==> config.mk <==
export PLATFORM = sky130hd
export DESIGN_NAME = add_sub_seq
export DESIGN_NICKNAME = d
export VERILOG_FILES = /design/src/rtl/add_sub_seq.sv
export SDC_FILE = /design/constraint.sdc
export NUM_CORES = 1
export LEC_CHECK = 0
export CELL_PAD_IN_SITES_DETAIL_PLACEMENT = 1
export CELL_PAD_IN_SITES_GLOBAL_PLACEMENT = 2
export CORE_MARGIN = 1.5
export CORE_UTILIZATION = 36
export DETAILED_ROUTE_END_ITERATION = 6
export PLACE_DENSITY_LB_ADDON = 0.1
export SETUP_SLACK_MARGIN = 0.05
export SLEW_MARGIN = 10
export SYNTH_ARGS = -nofsm -noshare
export SYNTH_HDL_FRONTEND = slang
export SYNTH_SLANG_ARGS = --single-unit
export TNS_END_PERCENT = 20
==> constraint.sdc <==
create_clock -name clk -period 7.8 [get_ports clk]
set_input_delay 0.78 -clock clk [delete_from_list [all_inputs] [get_ports clk]]
set_output_delay 0.78 -clock clk [all_outputs]
set_load 0.02 [all_outputs]
==> src/rtl/add_sub_seq.sv <==
// add_sub_seq: multi-cycle two's-complement adder/subtractor.
// Operands are consumed CHUNK bits per clock, LSB chunk first. Results
// (S, Cout, V, Z) are committed in one step on the edge that enters DONE,
// so partial sums never appear on the outputs.
module add_sub_seq #(
    parameter int WIDTH = 16,
    parameter int CHUNK = 4
) (
    input  logic             clk,
    input  logic             rst_n,
    input  logic             start,
    input  logic [WIDTH-1:0] A,
    input  logic [WIDTH-1:0] B,
    input  logic             mode,
    output logic             busy,
    output logic             done,
    output logic [WIDTH-1:0] S,
    output logic             Cout,
    output logic             V,
    output logic             Z
);

    localparam int N  = WIDTH / CHUNK;
    localparam int IW = (N > 1) ? $clog2(N) : 1;

    typedef enum logic [1:0] {
        ST_IDLE,
        ST_BUSY,
        ST_DONE
    } state_t;

    state_t           state_reg;
    state_t           state_next;
    logic [WIDTH-1:0] a_reg;
    logic [WIDTH-1:0] b_reg;     // already inverted for subtract
    logic [WIDTH-1:0] acc_reg;
    logic [WIDTH-1:0] acc_next;
    logic             carry_reg;
    logic [IW-1:0]    idx_reg;
    logic [CHUNK-1:0] a_cur;
    logic [CHUNK-1:0] b_cur;
    logic [CHUNK:0]   chunk_sum;
    logic             last_chunk;
    logic             capture;
    logic             v_next;

    // Pick the operand chunks addressed by the current index.
    always_comb begin
        a_cur = '0;
        b_cur = '0;
        for (int i = 0; i < N; i++) begin
            if (idx_reg == IW'(i)) begin
                a_cur = a_reg[i*CHUNK +: CHUNK];
                b_cur = b_reg[i*CHUNK +: CHUNK];
            end
        end
    end

    // One CHUNK-wide ripple add per cycle; the top bit is the chunk carry.
    assign chunk_sum  = {1'b0, a_cur} + {1'b0, b_cur} + {{CHUNK{1'b0}}, carry_reg};
    assign last_chunk = (idx_reg == IW'(N - 1));

    // Signed overflow on the final chunk: operands share a sign that the sum
    // does not. This is equivalent to carry-in XOR carry-out at the MSB.
    assign v_next = (a_cur[CHUNK-1] == b_cur[CHUNK-1]) &&
                    (chunk_sum[CHUNK-1] != a_cur[CHUNK-1]);

    // Accumulator view with the current chunk merged in, so the commit on
    // the last chunk sees the complete result on the same edge.
    generate
        for (genvar gi = 0; gi < N; gi++) begin : g_acc
            assign acc_next[gi*CHUNK +: CHUNK] = (idx_reg == IW'(gi)) ?
                chunk_sum[CHUNK-1:0] : acc_reg[gi*CHUNK +: CHUNK];
        end
    endgenerate

    // State register.
    always_ff @(posedge clk or negedge rst_n) begin
        if (!rst_n) begin
            state_reg <= ST_IDLE;
        end else begin
            state_reg <= state_next;
        end
    end

    // Next-state logic; start is honoured in IDLE and DONE only.
    always_comb begin
        state_next = state_reg;
        capture    = 1'b0;
        case (state_reg)
            ST_IDLE: begin
                if (start) begin
                    capture    = 1'b1;
                    state_next = ST_BUSY;
                end
            end
            ST_BUSY: begin
                if (last_chunk) begin
                    state_next = ST_DONE;
                end
            end
            ST_DONE: begin
                if (start) begin
                    capture    = 1'b1;
                    state_next = ST_BUSY;
                end else begin
                    state_next = ST_IDLE;
                end
            end
            default: state_next = ST_IDLE;
        endcase
    end

    assign busy = (state_reg == ST_BUSY);
    assign done = (state_reg == ST_DONE);

    // Operand capture and per-chunk accumulation.
    always_ff @(posedge clk or negedge rst_n) begin
        if (!rst_n) begin
            a_reg     <= '0;
            b_reg     <= '0;
            acc_reg   <= '0;
            carry_reg <= 1'b0;
            idx_reg   <= '0;
        end else if (capture) begin
            a_reg     <= A;
            b_reg     <= B ^ {WIDTH{mode}};
            acc_reg   <= '0;
            carry_reg <= mode;
            idx_reg   <= '0;
        end else if (state_reg == ST_BUSY) begin
            acc_reg   <= acc_next;
            carry_reg <= chunk_sum[CHUNK];
            if (!last_chunk) begin
                idx_reg <= idx_reg + 1'b1;
            end
        end
    end

    // Result commit on the last chunk; outputs hold until the next commit.
    always_ff @(posedge clk or negedge rst_n) begin
        if (!rst_n) begin
            S    <= '0;
            Cout <= 1'b0;
            V    <= 1'b0;
            Z    <= 1'b0;
        end else if ((state_reg == ST_BUSY) && last_chunk) begin
            S    <= acc_next;
            Cout <= chunk_sum[CHUNK];
            V    <= v_next;
            Z    <= (acc_next == '0);
        end
    end

endmodule

==> flow_metrics.py <==
metrics = {
    "yosys": {
        "yosys-top-cells-area": "dfrtp_1 51%, mux2_2 5.8%, o21ai_0 5.0%",
        "ys_ff_latch": 68,
        "synth_common_cells": "68 x dfrtp_1, 40 x nand2_1, 33 x o21ai_0, 17 x mux2_2, 17 x xnor2_1",
        "async_reset_ff_share_pct": 100.0,
        "syn_nets": 360,
        "syn_area_um2": 3308,
        "avgSynthCellArea_um2": 10.50,
        "synth.distinct_cells": 38,
        "synth_ff_type": "dfrtp_1",
        "postSynthCellCount": 315,
        "synth_top_cell_area_share_pct": 51.44,
        "synth_top_cell_by_area": "dfrtp_1",
        "yosys_warnings": 0,
        "yosysMostFrequentCell": "dfrtp_1",
        "synth.yosys.seq_area_share_pct": 51.44,
        "synth-edff-count": 0,
    },
    "min_path": {
        "min_path_type": "flop to flop",
        "hold_depth": 2,
    },
    "timing": {
        "final-setup-viol-count": 0,
        "fin_hold_ws_ns": 0.4806,
        "finClkSkew_ns": 0.01195,
        "hold_viol_final": 0,
        "slew_viol_final": 0,
        "slew_headroom_pct": 32.25,
        "max_freq_mhz": 240.5,
        "rsz0062_at_grt": "no",
        "tns_ns": 0,
        "period_share_pct": 53.31,
        "max_slew.worst_pin.slew_ns": 1.016,
        "min_period_ns": 4.158,
    },
    "place": {
        "numPortBuffers": 56,
        "postPlaceCellArea_um2": 3915,
        "post-dp-hpwl_um": 5342,
        "gp_congestion": 0.7488,
    },
    "detailed_routing": {
        "first_pass_iters": 7,
        "via_per_inst": 5.127,
        "ant_nets": 0,
        "routedLengthMet1_um": 3978,
        "finalWirelength_um": 7711,
        "drt_iter0_drc": 53,
        "wl_met2_um": 3349,
        "via_count": 2425,
        "wl_met3_um": 255,
        "drc": 4,
        "top_layer_used": "met4",
        "wire_per_inst_um": 16.30,
    },
    "setup_path": {
        "crit_fanout": 14,
        "worstPathArrival_ns": 4.40,
        "cp_slowest_cell": "nor2b_1",
        "critical_path_depth": 12,
        "cp-end-kind": "flop",
        "worst_setup_path_start_kind": "flop",
        "required_ns": 8.04,
        "reg2reg_depth": 12,
        "crit_type": "flop to flop",
        "path_delay_family": "adder cells",
        "path_buf_inv": 2,
        "crit_chain": "inv_1 > ha_1 > nor2b_1 > a221oi_1 > o31ai_1 > fa_1 > inv_1 > fa_1 > xor2_1 > o2111ai_1 > or4_1 > o31ai_2",
        "critPathMaxStageDelay_ns": 0.57,
    },
    "final_layout": {
        "design_area_um2": 4151,
        "finalNetCount": 405,
        "area_growth_pct": 25.49,
        "n_antenna_cell": 0,
        "drive_gt1_share_pct": 10.41,
        "post-route-util_pct": 47.14,
    },
    "global_route": {
        "grt_pass1_vias": 2481,
        "overflow": 0,
        "antenna_found_initial": 0,
        "grt_util_all_layers_pct": 16.83,
        "grt_start_max_net_pins": 69,
        "grt_first_pass_wirelength_um": 12770,
    },
    "clock_network": {
        "numCtsBuffers": 9,
        "post_cts_resized": 0,
        "cts_sinks": 68,
        "hold_buffers": 0,
        "htreeDepth": 3,
        "insertion_delay_ns": 0.34,
        "cts_tree": "yes",
        "cts-root-buf": "clkbuf_8",
        "postCtsSetupBuffers": 0,
        "path_clk_slew_ns": 0.07,
        "cts_buffer_depth": 2,
    },
    "power_and_ir_drop": {
        "power_mw": 2.056,
        "leakagePower_nw": 1.779,
        "intPower_mw": 1.175,
        "p_sw_mw": 0.8812,
        "power_density_nw_per_um2": 495.3,
        "p_seq_share_pct": 29.9,
        "pwr-share-clk_pct": 16.5,
        "pwr-share-comb_pct": 53.6,
        "swShare_pct": 42.86,
        "ir_drop_uv": 212.9,
    },
    "die": {
        "initial_utilization_pct": 37.57,
        "dieHeight_um": 98.86,
        "core-area_um2": 8806,
        "die_x_um": 98.86,
        "dieArea_um2": 9773,
        "rows": 34,
        "ios": 57,
    },
    "job": {
        "max-cap-violations": 0,
    },
    "run_status": {
        "failed_checks": "design-rule violations",
        "outcome": "complete, but fails checks",
    },
}
cells in the final DEF (no fill, tap or decap), types with 2 or more instances in the layout:
| master | n |
|---|---|
| dfrtp_1 | 68 |
| clkdlybuf4s50_1 | 55 |
| nand2_1 | 40 |
| o21ai_0 | 33 |
| xnor2_1 | 17 |
| mux2_2 | 17 |
| inv_1 | 15 |
| clkbuf_8 | 12 |
| nor2b_1 | 9 |
| mux2i_1 | 9 |
| a21oi_1 | 7 |
| a221oi_1 | 7 |
| ha_1 | 7 |
| o31ai_1 | 6 |
| nor2_1 | 6 |
| a32o_1 | 6 |
| a22o_1 | 6 |
| nor3_1 | 4 |
| nand3_1 | 4 |
| o21ai_1 | 4 |
| a21o_1 | 3 |
| nor3b_1 | 3 |
| o22a_1 | 3 |
| nand2b_1 | 2 |
| xor2_1 | 2 |
| fa_1 | 2 |
| bufinv_16 | 2 |
kinds of logic (layout without fill, tap and decap cells):
logic type,after synthesis,in the layout,share of synthesized area (%)
flip-flops,68,68,51.44
XOR/XNOR,19,19,5.030
AND/OR/NAND/NOR,74,74,10.40
multiplexers,26,26,8.510
adder cells (fa/ha/maj),9,9,3.858
AO/OA/AOI/OAI,80,80,16.11
buffers and inverters,39,89,4.652
worst register-to-register path, delay by kind of cell, from the launching register on:
kind / cells / cell delay [ns]
AO/OA/AOI/OAI: 4 / 0.84
XOR/XNOR: 1 / 0.28
adder cells (fa/ha/maj): 3 / 1.23
buffers and inverters: 2 / 0.17
flip-flops: 1 / 0.43
AND/OR/NAND/NOR: 2 / 1.12
per-layer routing:
metal,track usage [%],up-vias
met4,6.923,0
met1,24.51,1186
met3,3.121,10
met5,0,-
met2,24.62,48
li1,-,1181
power by group through the flow:
stage	sequential [mW]	combinational (mW)	clock [mW]
after floorplan	0.635	0.733	0
final	0.614	1.10	0.339
after global placement	0.619	1.09	0
after global routing	0.636	1.23	0.364
after CTS	0.615	1.12	0.349
after detailed placement	0.620	1.12	0
path summary, 6_finish.rpt:
path,startpoint,end,slack [ns]
worst max-delay path,idx_reg[0],Z,3.64
worst min-delay path,S[10],S[10],0.48
worst max register to register,idx_reg[0],Z,3.64
worst min register to register,S[10],S[10],0.48
max in group asynchronous,rst_n,b_reg[1],6.61
min in group asynchronous,rst_n,S[6],0.62
final cells by class:
| cell class | count | area [um2] |
|---|---|---|
| flip-flops and latches | 68 | 1702 |
| well taps | 108 | 135.1 |
| fillers | 979 | 4654 |
| multi-input cells | 208 | 1455 |
| clock buffers | 13 | 168.9 |
| inverters | 16 | 60.06 |
| repair buffers | 57 | 563.0 |
| clock inverters | 3 | 67.56 |
per-stage QoR:
stage	worst slack (ns)	cells
after global placement	3.899	457
after global routing	3.351	473
after CTS	3.634	473
final	3.642	473
after floorplan	4.346	315
after detailed placement	3.668	457
(Power assumes the default switching activity.)
